### src/rtl/threshold_stream_pkg.sv
// Shared definitions for the threshold stream: compare-mode encodings, scan FSM
// states and frame-geometry helpers.
package thr_pkg;

  localparam logic [1:0] MODE_DARK   = 2'd0;
  localparam logic [1:0] MODE_BRIGHT = 2'd1;
  localparam logic [1:0] MODE_BAND   = 2'd2;

  typedef enum logic [1:0] {
    ST_IDLE,
    ST_RUN,
    ST_DRAIN,
    ST_DONE
  } thr_state_e;

  function automatic int interior_count(input int w, input int h);
    return (w - 2) * (h - 2);
  endfunction

  function automatic int first_addr(input int w);
    return w + 1;
  endfunction

  function automatic int last_addr(input int w, input int h);
    return (h - 2) * w + (w - 2);
  endfunction

endpackage

### src/rtl/threshold_stream_if.sv
// Control, pixel-RAM read and result-RAM write signals of the threshold stream.
interface threshold_stream_if #(
  parameter int PIX_W  = 8,
  parameter int ADDR_W = 14
);
  logic              start;
  logic              src_valid;
  logic [1:0]        mode;
  logic [PIX_W-1:0]  thr_lo;
  logic [PIX_W-1:0]  thr_hi;
  logic              rd_en;
  logic [ADDR_W-1:0] rd_addr;
  logic [PIX_W-1:0]  rd_data;
  logic              wr_en;
  logic [ADDR_W-1:0] wr_addr;
  logic              wr_data;
  logic              busy;
  logic              done;

  // master: controller plus pixel RAM; slave: the stream block itself
  modport master (
    output start, src_valid, mode, thr_lo, thr_hi, rd_data,
    input  rd_en, rd_addr, wr_en, wr_addr, wr_data, busy, done
  );

  modport slave (
    input  start, src_valid, mode, thr_lo, thr_hi, rd_data,
    output rd_en, rd_addr, wr_en, wr_addr, wr_data, busy, done
  );
endinterface

### src/rtl/threshold_stream_compare.sv
// Combinational mode/threshold comparator; mode 3 and unknown encodings act as DARK.
module thr_compare
  import thr_pkg::*;
#(
  parameter int PIX_W = 8
) (
  input  logic [1:0]       mode_i,
  input  logic [PIX_W-1:0] pix_i,
  input  logic [PIX_W-1:0] lo_i,
  input  logic [PIX_W-1:0] hi_i,
  output logic             res_o
);

  always_comb begin
    res_o = !(pix_i > lo_i);
    case (mode_i)
      MODE_BRIGHT: res_o = (pix_i > lo_i);
      MODE_BAND:   res_o = (pix_i >= lo_i) && (pix_i <= hi_i);
      default:     ;
    endcase
  end

endmodule

### src/rtl/threshold_stream.sv
// Interior-pixel binarizer: one read per cycle over the frame interior, result
// written RD_LAT cycles later alongside the address carried through the delay line.
module threshold_stream
  import thr_pkg::*;
#(
  parameter int PIX_W  = 8,
  parameter int IMG_W  = 128,
  parameter int IMG_H  = 128,
  parameter int ADDR_W = 14,
  parameter int RD_LAT = 1
) (
  input logic               clk,
  input logic               reset,
  threshold_stream_if.slave bus
);

  localparam int COL_W = $clog2(IMG_W);
  localparam int ROW_W = $clog2(IMG_H);
  localparam logic [ADDR_W-1:0] ADDR_FIRST = ADDR_W'(first_addr(IMG_W));
  localparam logic [COL_W-1:0]  COL_LAST   = COL_W'(IMG_W - 2);
  localparam logic [ROW_W-1:0]  ROW_LAST   = ROW_W'(IMG_H - 2);

  thr_state_e        state_q, state_d;
  logic [ROW_W-1:0]  row_q, row_d;
  logic [COL_W-1:0]  col_q, col_d;
  logic [ADDR_W-1:0] addr_q, addr_d;
  logic              done_q, done_d;
  logic              rd_en, accept, cmp_res, wr_data_q;
  logic [1:0]        mode_q;
  logic [PIX_W-1:0]  lo_q, hi_q;

  // Stage 0 is the read being issued this cycle; stage RD_LAT is the write.
  logic [RD_LAT:1]              vld_pipe_q;
  logic [RD_LAT:0]              vld_pipe;
  logic [RD_LAT:1][ADDR_W-1:0]  addr_pipe_q;
  logic [RD_LAT:0][ADDR_W-1:0]  addr_pipe;

  assign vld_pipe  = {vld_pipe_q, rd_en};
  assign addr_pipe = {addr_pipe_q, addr_q};

  always_comb begin
    state_d = state_q;
    row_d   = row_q;
    col_d   = col_q;
    addr_d  = addr_q;
    done_d  = done_q;
    rd_en   = 1'b0;
    accept  = 1'b0;
    case (state_q)
      ST_IDLE: begin
        if (bus.start) begin
          accept  = 1'b1;
          done_d  = 1'b0;
          state_d = ST_RUN;
        end
      end
      ST_RUN: begin
        if (bus.src_valid) begin
          rd_en = 1'b1;
          if (row_q == ROW_LAST && col_q == COL_LAST) begin
            // park the scan position on the first interior pixel for the next frame
            row_d   = ROW_W'(1);
            col_d   = COL_W'(1);
            addr_d  = ADDR_FIRST;
            state_d = ST_DRAIN;
          end else if (col_q == COL_LAST) begin
            row_d  = row_q + ROW_W'(1);
            col_d  = COL_W'(1);
            addr_d = addr_q + ADDR_W'(3);
          end else begin
            col_d  = col_q + COL_W'(1);
            addr_d = addr_q + ADDR_W'(1);
          end
        end
      end
      ST_DRAIN: begin
        // leave in the same cycle the final write is presented
        if (!(|vld_pipe[RD_LAT-1:0])) begin
          done_d  = 1'b1;
          state_d = ST_DONE;
        end
      end
      ST_DONE:  state_d = ST_IDLE;
      default:  state_d = ST_IDLE;
    endcase
  end

  thr_compare #(.PIX_W(PIX_W)) u_cmp (
    .mode_i (mode_q),
    .pix_i  (bus.rd_data),
    .lo_i   (lo_q),
    .hi_i   (hi_q),
    .res_o  (cmp_res)
  );

  always_ff @(posedge clk or posedge reset) begin
    if (reset) begin
      state_q     <= ST_IDLE;
      row_q       <= ROW_W'(1);
      col_q       <= COL_W'(1);
      addr_q      <= ADDR_FIRST;
      done_q      <= 1'b0;
      vld_pipe_q  <= '0;
      addr_pipe_q <= {RD_LAT{ADDR_FIRST}};
      wr_data_q   <= 1'b1;
      mode_q      <= MODE_DARK;
      lo_q        <= '0;
      hi_q        <= '0;
    end else begin
      state_q     <= state_d;
      row_q       <= row_d;
      col_q       <= col_d;
      addr_q      <= addr_d;
      done_q      <= done_d;
      vld_pipe_q  <= vld_pipe[RD_LAT-1:0];
      addr_pipe_q <= addr_pipe[RD_LAT-1:0];
      if (vld_pipe[RD_LAT-1]) wr_data_q <= cmp_res;
      if (accept) begin
        mode_q <= bus.mode;
        lo_q   <= bus.thr_lo;
        hi_q   <= bus.thr_hi;
      end
    end
  end

  assign bus.rd_en   = rd_en;
  assign bus.rd_addr = addr_q;
  assign bus.wr_en   = vld_pipe_q[RD_LAT];
  assign bus.wr_addr = addr_pipe_q[RD_LAT];
  assign bus.wr_data = wr_data_q;
  assign bus.busy    = (state_q == ST_RUN) || (state_q == ST_DRAIN);
  assign bus.done    = done_q;

endmodule

### src/flat_wrapper.sv
// flat-port wrapper written by rule: the top's interface ports become plain ports
module threshold_stream_flat import thr_pkg::*;
#(
  parameter int PIX_W  = 8,
  parameter int IMG_W  = 128,
  parameter int IMG_H  = 128,
  parameter int ADDR_W = 14,
  parameter int RD_LAT = 1
)
  (clk, reset, bus_start, bus_src_valid, bus_mode, bus_thr_lo, bus_thr_hi, bus_rd_data, bus_rd_en, bus_rd_addr, bus_wr_en, bus_wr_addr, bus_wr_data, bus_busy, bus_done);
  threshold_stream_if #(.PIX_W(PIX_W), .ADDR_W(ADDR_W)) bus_i ();
  input logic clk;
  input logic reset;
  input wire logic [$bits(bus_i.start)-1:0] bus_start;
  input wire logic [$bits(bus_i.src_valid)-1:0] bus_src_valid;
  input wire logic [$bits(bus_i.mode)-1:0] bus_mode;
  input wire logic [$bits(bus_i.thr_lo)-1:0] bus_thr_lo;
  input wire logic [$bits(bus_i.thr_hi)-1:0] bus_thr_hi;
  input wire logic [$bits(bus_i.rd_data)-1:0] bus_rd_data;
  output wire logic [$bits(bus_i.rd_en)-1:0] bus_rd_en;
  output wire logic [$bits(bus_i.rd_addr)-1:0] bus_rd_addr;
  output wire logic [$bits(bus_i.wr_en)-1:0] bus_wr_en;
  output wire logic [$bits(bus_i.wr_addr)-1:0] bus_wr_addr;
  output wire logic [$bits(bus_i.wr_data)-1:0] bus_wr_data;
  output wire logic [$bits(bus_i.busy)-1:0] bus_busy;
  output wire logic [$bits(bus_i.done)-1:0] bus_done;
  assign bus_i.start = bus_start;
  assign bus_i.src_valid = bus_src_valid;
  assign bus_i.mode = bus_mode;
  assign bus_i.thr_lo = bus_thr_lo;
  assign bus_i.thr_hi = bus_thr_hi;
  assign bus_i.rd_data = bus_rd_data;
  assign bus_rd_en = bus_i.rd_en;
  assign bus_rd_addr = bus_i.rd_addr;
  assign bus_wr_en = bus_i.wr_en;
  assign bus_wr_addr = bus_i.wr_addr;
  assign bus_wr_data = bus_i.wr_data;
  assign bus_busy = bus_i.busy;
  assign bus_done = bus_i.done;
  threshold_stream #(.PIX_W(PIX_W), .IMG_W(IMG_W), .IMG_H(IMG_H), .ADDR_W(ADDR_W), .RD_LAT(RD_LAT)) u_core (.clk(clk), .reset(reset), .bus(bus_i));
endmodule
### config.mk
export PLATFORM = sky130hd
export DESIGN_NAME = threshold_stream_flat
export DESIGN_NICKNAME = d
export VERILOG_FILES = /design/src/rtl/threshold_stream_pkg.sv /design/src/rtl/threshold_stream_if.sv /design/src/rtl/threshold_stream_compare.sv /design/src/rtl/threshold_stream.sv /design/src/flat_wrapper.sv
export SDC_FILE = /design/constraint.sdc
export NUM_CORES = 1
export LEC_CHECK = 0
export ABC_AREA = 0
export CORE_ASPECT_RATIO = 1.25
export CORE_UTILIZATION = 49
export CTS_CLUSTER_SIZE = 20
export DETAILED_ROUTE_END_ITERATION = 8
export PLACE_DENSITY = 0.76
export SYNTH_ARGS = -nofsm -noshare
export SYNTH_HDL_FRONTEND = slang
export SYNTH_SLANG_ARGS = --single-unit
### constraint.sdc
create_clock -name clk -period 3.6 [get_ports clk]
set_input_delay 0.36 -clock clk [delete_from_list [all_inputs] [get_ports clk]]
set_output_delay 0.36 -clock clk [all_outputs]
set_load 0.02 [all_outputs]
Word level (Yosys, flattened, before mapping)
Cells that the tools add are included.
W data, S select, Z words.
Cells by class
  add/subtract/negate cells: 4
  equality and inequality tests: 11
  reduce and logical (&&, ||, !) cells: 11
  multiplexer cells: 19
  magnitude comparators: 3
Operators by type and width (count)
  $mux W14: 2
  $mux W7: 4
  $add A14 B1 Y14 const B: 1
  $add A14 B2 Y14 const B: 1
  $add A7 B1 Y7 const B: 2
  $eq A7 B7 Y1 const B: 2
  $ge A8 B8 Y1: 1
  $gt A8 B8 Y1: 1
  $le A8 B8 Y1: 1
  $mux W2: 4
  $pmux W2 S4: 1
  $eq A2 B2 Y1 const B: 3
  $mux W1: 6
  $ne A2 B2 Y1 const B: 3
  $reduce_and A3 Y1: 2
  $eq A2 B1 Y1 const B: 2
  $pmux W1 S2: 2
  $reduce_and A4 Y1: 1
  $reduce_bool A2 Y1: 2
  $logic_and A1 B1 Y1: 2
  $logic_not A2 Y1: 1
  $ne A2 B1 Y1 const B: 1
  $reduce_and A2 Y1: 1
  $logic_not A1 Y1: 1
  $logic_or A1 B1 Y1: 1
Word-level totals
  output and inout port bits: 33
  input bits: 30
  register bits after elaboration: 65
  word-level logic and storage cells: 59

Depth between registers and ports, before layout
Gate-level depths: netlist of the first run.
  depth after elaboration: 5
  mapped depth: 10
  depth with buffers taken out: 10

Modules after synthesis
Synthesis of the first run repeated with hierarchy kept, for this count alone.
Second synthesis, totals
  cell total of the unflattened synthesis: 309
  area total of the unflattened synthesis: 3325.7 µm²
Modules (own cells, without submodules)
  threshold_stream: area each 2866.5 µm², cells each 247, instances 1, seq. area each 1635.3 µm²
  thr_compare: area each 459.2 µm², cells each 62, instances 1, seq. area each 0.0 µm²

Least setup slack after synthesis of the first run
No wires, ideal clock.
  kind: register -> register
  from: register u_core.col_q[0]
  to: register u_core.addr_q[11] (netlist: u_core.bus.rd_addr[11])
  buffers on the path: 0
  period minus slack after synthesis: 2.100 ns
  required time: 3.471 ns
  setup time: 0.129 ns
  data arrival time: 1.971 ns
  stages on the path, launching flop included: 11
  path slack: 1.500 ns
  cell sequence: dfstp_2 -> inv_1 -> ha_1 -> nand2_1 -> nor2_8 -> ha_1 -> a21oi_1 -> nand3b_1 -> nor3_1 -> xnor2_1 -> nor2_1
On the way
  word-level cells in the longest chain between the ends: 3
  elaborated cells on any way between the ends: 4
  those cells by class: eq/ne (1); mux (2); reduce/logical (1)
Ends and longest elaborated chain
  start, declared: RTL line threshold_stream.sv:25  | logic [COL_W-1:0] col_q, col_d;
  start signal, assigned: RTL line threshold_stream.sv:112  | col_q <= col_d;
  $eq A7 B7 Y1 (*): RTL line threshold_stream.sv:60, threshold_stream.sv:66
  $mux W14 / $logic_and A1 B1 Y1 (equally long branches): RTL line threshold_stream.sv:66, threshold_stream.sv:60
  $mux W14 (*): RTL line threshold_stream.sv:60  | if (row_q == ROW_LAST && col_q == COL_LAST) begin
  end signal, assigned: RTL line threshold_stream.sv:113  | addr_q <= addr_d;
  end, declared: RTL line threshold_stream.sv:26  | logic [ADDR_W-1:0] addr_q, addr_d;
Mark *: on every way between the ends. The rest lies on a longest branch, timed or not.
A chain may end at the register's enable or synchronous reset.

Worst setup path in the final report of the first run
  from: register u_core.state_q[1]
  to: output port bus_rd_en
On the way
  word-level cells in the longest chain between the ends: 2
Ends and longest elaborated chain
  start, declared: RTL line threshold_stream.sv:23  | thr_state_e state_q, state_d;
  start signal, assigned: RTL line threshold_stream.sv:110  | state_q <= state_d;
  $eq A2 B1 Y1: RTL line threshold_stream.sv:49  | case (state_q)
  $mux W1: RTL line threshold_stream.sv:49
  end, declared: RTL line flat_wrapper.sv:20  | output wire logic [$bits(bus_i.rd_en)-1:0] bus_rd_en;
Every way passes these cells.

==> impl_metrics.env, run 1 <==
export IMPL_dr_pass1_iters=4
export IMPL_synth_commonest_cells="58 x dfrtp_1, 26 x ha_1, 26 x nand2_1"
export IMPL_instances_no_fill=450
export IMPL_multiInputGateArea_um2=1450
export IMPL_cts_buffers_inserted=9
export IMPL_ctsResizeCount=0
export IMPL_synth_top_area_share=0.452
export IMPL_finalSetupViolations=0
export IMPL_grt_max_degree=66
export IMPL_htree_num_levels=3
export IMPL_fp_dieW_um=74.4
export IMPL_crit_arrival_ns=2.36
export IMPL_cp_end_kind="output pin"
export IMPL_cts_setup_buffers=0
export IMPL_routedWlPerCell_um=14.2
export IMPL_maxCapViolCount=0
export IMPL_utilization=0.653
export IMPL_die_area_um2=6880
export IMPL_yosysWarnings=0
export IMPL_drive_gt1_frac=0.134
export IMPL_yosysMostFrequentCell="dfrtp_1"
export IMPL_hold_end="u_core.bus.wr_addr[7]$_DFF_PP1_"
export IMPL_antenna_found_initial=0
export IMPL_hpwl_mm=4.54
export IMPL_ant_nets=0
export IMPL_p_clk_frac=0.272
export IMPL_yosys_register_bits=65
export IMPL_setup_tns_ns=0
export IMPL_start_util=0.514
export IMPL_antenna_cells=0
export IMPL_syn_nets=347
export IMPL_p_sw_mw=0.597
export IMPL_clock_sinks=65
export IMPL_clock_skew_ns=0.00820
export IMPL_power_density_nw_per_um2=470
export IMPL_track_usage=0.203
export IMPL_regArea_um2=1640
export IMPL_clk_latency_ns=0.33
export IMPL_port_buffers=62
export IMPL_synthCells=290
export IMPL_rows=32
export IMPL_rsz0062_at_grt="false"
export IMPL_reg2reg_setup_slack_ns=1.29
export IMPL_fp_dieH_um=92.5
export IMPL_status="complete, no violations"
export IMPL_path_clk_slew_ns=0.07
export IMPL_required_ns=3.24
export IMPL_synth_area_leaders="dfrtp_1 45%, ha_1 10%, mux2_2 6.3%"
export IMPL_worstReg2RegEnd="u_core.bus.rd_addr[13]$_DFFE_PP0P_"
export IMPL_fin_nets=417
export IMPL_dp_cells=434
export IMPL_ys_flop_type="dfrtp_1"
export IMPL_crit_path_max_fanout=15
export IMPL_p_comb_frac=0.231
export IMPL_finalHoldViolations=0
export IMPL_cts_tree="built"
export IMPL_yosysTopAreaCell="dfrtp_1"
export IMPL_num_vias=2329
export IMPL_cts_root_buf="clkbuf_8"
export IMPL_hold_path_class="flop to flop"
export IMPL_r2r_start="u_core.col_q[0]$_DFFE_PP1P_"
export IMPL_post_route_cell_area_um2=4080
export IMPL_drt_iter0_markers=71
export IMPL_hp_start="u_core.bus.rd_addr[7]$_DFFE_PP1P_"
export IMPL_ff2ff_path_depth=10
export IMPL_crit_path_start_kind="flop"
export IMPL_fillers=524
export IMPL_hold_buffers=0
export IMPL_synth_edf_count=0
export IMPL_worst_pin_slew_ns=0.822
export IMPL_boundaryPins=63
export IMPL_place_congestion=0.790
export IMPL_max_freq_mhz=368
export IMPL_p_int_mw=1.32
export IMPL_fin_ws_ns=0.881
export IMPL_synth_seq_area_share=0.510
export IMPL_p_leak_nw=1.85
export IMPL_seqPwrFrac=0.497
export IMPL_post_route_period_util=0.755
export IMPL_min_path_cells=0
export IMPL_async_flop_share=1.00
export IMPL_yosysUniqueCellTypes=41
export IMPL_syn_to_final_growth_pct=27.2
export IMPL_clock_path_buffers=2
export IMPL_grt_pass1_wl_mm=10.5
export IMPL_fin_crit_ns=2.72
export IMPL_dpl_cell_area_um2=3920
export IMPL_power_mw=1.92
export IMPL_via_per_inst=5.18
export IMPL_maxSlewViolCount=0
export IMPL_timing_hold_ws_ns=0.399
export IMPL_place_ws_ns=1.06
export IMPL_syn_area_per_cell_um2=11.1
export IMPL_ir_drop_mv=0.539
export IMPL_design_core_area_um2=6250
export IMPL_grt_pass1_vias=2336
export IMPL_wl_mm=6.39
export IMPL_gr_total_overflow=0
export IMPL_switching_share=0.311
export IMPL_drcViolationCount=0
export IMPL_critical_path_class="flop to output pin"
export IMPL_syn_cell_area_um2=3210
export IMPL_slew_headroom=0.451
-- sequential cells by signal, summed over array words and instances, names as in the netlist --
name / flops
u_core.state_q: 2
u_core.bus.wr_en: 1
u_core.lo_q: 8
u_core.row_q: 7
u_core.bus.wr_data: 1
u_core.bus.wr_addr: 14
u_core.bus.rd_addr: 14
u_core.bus.done: 1
u_core.mode_q: 2
u_core.col_q: 7
u_core.hi_q: 8
-- how the worst max path moves through the flow --
stage / start / to / slack [ns] / cells after the start
floorplan: u_core.col_q[0]$_DFFE_PP1P_ / u_core.bus.rd_addr[11]$_DFFE_PP0P_ / 1.50 / 10
global placement: bus_src_valid / bus_rd_en / 1.10 / 4
detailed placement: bus_src_valid / bus_rd_en / 1.06 / 4
CTS: u_core.state_q[1]$_DFFE_PP0P_ / bus_rd_en / 0.87 / 5
global route: u_core.state_q[1]$_DFFE_PP0P_ / bus_rd_en / 0.72 / 5
finish: u_core.state_q[1]$_DFFE_PP0P_ / bus_rd_en / 0.88 / 5
-- critical path, cell delays in order, from the launching register on --
cell and delay (ns):
dfrtp_1 0.40, inv_1 0.08, ha_1 0.22, nand2_1 0.30, inv_2 0.36, clkdlybuf4s50_1 0.67
-- layout by cell type, fill, tap and decap left out, types with 2 or more instances in the layout --
cell type / count
clkbuf_8: 10
a21oi_1: 13
mux2_2: 18
o2111ai_1: 2
nand2_1: 26
xnor2_1: 6
nor3_1: 5
clkbuf_1: 2
dfrtp_1: 58
nor3_4: 2
nand4_1: 12
clkdlybuf4s50_1: 62
nand3_1: 8
o31ai_1: 3
clkinv_2: 4
nor2_1: 23
o211ai_1: 3
nand2b_1: 2
o21ai_0: 15
inv_1: 23
inv_2: 2
ha_1: 26
xor2_1: 10
and3_1: 2
nor2b_1: 3
dfstp_2: 7
-- layout make-up --
class,instances,share of cell area
Inverter,25,0.0230
Sequential cell,65,0.401
Clock inverter,4,0.00490
Tap cell,85,0.0261
Timing Repair Buffer,63,0.154
Clock buffer,12,0.0356
Multi-Input combinational cell,196,0.356
-- cell families (layout without fill, tap and decap cells) --
group	count (synthesis)	count (layout)	share of synthesized area
AOI/OAI and AO/OA	43	43	0.0811
buffers and inverters	29	104	0.0374
xor gates and xnor gates	16	16	0.0437
DFF	65	65	0.510
adders and majority gates	27	27	0.108
and+or+nand+nor	91	91	0.154
muxes	19	19	0.0667
-- metal layers --
layer | global-route usage | routed length (um) | up-vias | share of wire
met3 | 0.0544 | 352 | 5 | 0.055
met4 | 0.0692 | 61 | 0 | 0.0096
met2 | 0.321 | 3100 | 62 | 0.49
li1 | - | - | 1146 | -
met1 | 0.267 | 2870 | 1116 | 0.45
met5 | 0 | 0 | - | 0
-- power groups by stage --
stage | logic [mW] | registers (mW) | clock network [mW]
after CTS | 0.446 | 0.953 | 0.541
after detailed placement | 0.443 | 0.963 | 0
final | 0.443 | 0.953 | 0.521
after global placement | 0.436 | 0.959 | 0
after floorplan | 0.152 | 1.03 | 0
after global routing | 0.486 | 0.970 | 0.569
No activity file was read; power rests on OpenSTA's default activity.
==> run 2: changes to the inputs <==
==> constraint.sdc (replaced) <==
create_clock -name clk -period 2.8 [get_ports clk]
set_input_delay 0.28 -clock clk [delete_from_list [all_inputs] [get_ports clk]]
set_output_delay 0.28 -clock clk [all_outputs]
set_load 0.02 [all_outputs]
==> run 2 against run 1 <==
  * Clock-buffer cell count increased by 1
  * Hold slack got worse by 0.016 ns
  * Non-clock buffer count increased by 1
  * Highest routed layer unchanged
  * Largest power group unchanged
  * Clock power increased by 47%
  * Routed wire length increased by 3.0%
==> impl_metrics.env, run 2 (same netlist as run 1, synthesis figures left out) <==
export IMPL_max_freq_mhz=423
export IMPL_r2r_start="u_core.col_q[0]$_DFFE_PP1P_"
export IMPL_path_clk_slew_ns=0.07
export IMPL_utilization=0.660
export IMPL_design_core_area_um2=6250
export IMPL_clock_sinks=65
export IMPL_power_mw=2.57
export IMPL_drt_iter0_markers=119
export IMPL_p_leak_nw=1.87
export IMPL_regArea_um2=1640
export IMPL_ir_drop_mv=0.789
export IMPL_dpl_cell_area_um2=3940
export IMPL_clock_path_buffers=2
export IMPL_rows=32
export IMPL_fin_ws_ns=0.437
export IMPL_dr_pass1_iters=4
export IMPL_maxCapViolCount=0
export IMPL_cp_end_kind="output pin"
export IMPL_drive_gt1_frac=0.134
export IMPL_finalHoldViolations=0
export IMPL_reg2reg_setup_slack_ns=0.52
export IMPL_clk_latency_ns=0.33
export IMPL_status="complete, no violations"
export IMPL_required_ns=2.52
export IMPL_maxSlewViolCount=0
export IMPL_drcViolationCount=0
export IMPL_cp_slowest_cell="clkdlybuf4s50_1"
export IMPL_crit_path_max_fanout=15
export IMPL_rsz0062_at_grt="false"
export IMPL_post_route_cell_area_um2=4130
export IMPL_fin_nets=418
export IMPL_critical_path_class="flop to output pin"
export IMPL_routedWlPerCell_um=14.6
export IMPL_finalSetupViolations=0
export IMPL_grt_max_degree=34
export IMPL_place_congestion=0.847
export IMPL_syn_to_final_growth_pct=28.6
export IMPL_num_vias=2352
export IMPL_cts_root_buf="clkbuf_8"
export IMPL_clock_skew_ns=0.00976
export IMPL_via_per_inst=5.22
export IMPL_antenna_cells=0
export IMPL_final_common_cell="clkdlybuf4s50_1"
export IMPL_fp_dieH_um=92.5
export IMPL_fp_dieW_um=74.4
export IMPL_grt_pass1_wl_mm=10.8
export IMPL_ff2ff_path_depth=10
export IMPL_cp_slowest_stage_delay_ns=0.69
export IMPL_multiInputGateArea_um2=1450
export IMPL_cts_setup_buffers=0
export IMPL_hold_path_class="input pin to asynchronous set/reset pin"
export IMPL_crit_start="u_core.state_q[1]$_DFFE_PP0P_"
export IMPL_htree_num_levels=3
export IMPL_setup_tns_ns=0
export IMPL_place_ws_ns=0.550
export IMPL_ctsResizeCount=0
export IMPL_hpwl_mm=4.71
export IMPL_port_buffers=62
export IMPL_antenna_found_initial=0
export IMPL_fin_crit_ns=2.36
export IMPL_die_area_um2=6880
export IMPL_track_usage=0.212
export IMPL_post_route_period_util=0.844
export IMPL_hold_buffers=0
export IMPL_crit_path_start_kind="flop"
export IMPL_worstReg2RegEnd="u_core.bus.rd_addr[10]$_DFFE_PP0P_"
export IMPL_grt_pass1_vias=2407
export IMPL_final_cell_mix="62 x clkdlybuf4s50_1, 58 x dfrtp_1, 26 x nand2_1, 26 x ha_1"
export IMPL_gr_total_overflow=0
export IMPL_path_cells="inv_1 > ha_1 > nand2_1 > inv_2 > clkdlybuf4s50_1"
export IMPL_wl_mm=6.58
export IMPL_start_util=0.514
export IMPL_boundaryPins=63
export IMPL_slew_headroom=0.427
export IMPL_cts_tree="built"
export IMPL_ant_nets=0
export IMPL_power_density_nw_per_um2=622
export IMPL_cts_buffers_inserted=9
export IMPL_fillers=507
export IMPL_crit_arrival_ns=2.08
export IMPL_worst_pin_slew_ns=0.858
-- run 2: cell count changes in the layout (fill, tap and decap cells not counted), sizes merged --
| cell | previous run | this run |
|---|---|---|
| buf | 1 | 2 |
| clkbuf | 12 | 13 |
| bufinv | 0 | 1 |
| clkinv | 4 | 2 |
-- run 2: final cells by class --
class | instances | share of cell area
well taps | 85 | 0.0258
clock buffers | 13 | 0.0361
flip-flops and latches | 65 | 0.396
repair buffers | 64 | 0.157
multi-input cells | 196 | 0.352
inverters | 25 | 0.0227
clock inverters | 3 | 0.00971
-- run 2: worst max-delay path: cells and delay by family (launching register included) --
kind | cells | cell delay (ns)
adder cells (fa/ha/maj) | 1 | 0.23
buffers and inverters | 3 | 1.03
flip-flops | 1 | 0.39
AND/OR/NAND/NOR | 1 | 0.10
-- run 2: worst max path at each step --
| stage | cells after the start | endpoint |
|---|---|---|
| finish | 5 | bus_rd_en |
| global route | 5 | bus_rd_en |
| CTS | 5 | bus_rd_en |
| detailed placement | 10 | u_core.bus.rd_addr[13]$_DFFE_PP0P_ |
| global placement | 10 | u_core.bus.rd_addr[13]$_DFFE_PP0P_ |
| floorplan | 10 | u_core.bus.rd_addr[11]$_DFFE_PP0P_ |
-- run 2: through the flow --
| step | hold slack, ns | instances |
|---|---|---|
| finish | 0.383 | 451 |
| global placement | 0.393 | 435 |
| global route | 0.412 | 451 |
| floorplan | 0.422 | 290 |
| CTS | 0.400 | 451 |
| detailed placement | 0.392 | 435 |
-- run 2: power by group --
group | leakage [nW] | switching, mW | total, mW | internal (mW)
Combinational | 0.920 | 0.295 | 0.578 | 0.283
Sequential | 0.848 | 0.145 | 1.22 | 1.08
Clock | 0.0974 | 0.332 | 0.766 | 0.434
Total | 1.87 | 0.773 | 2.57 | 1.79
-- run 2: metal layers --
layer,GRT usage,wire (um),up-vias
met4,0.0975,51,0
met1,0.259,2800,1137
met5,0,0,-
li1,-,-,1149
met2,0.339,3290,62
met3,0.0620,437,4
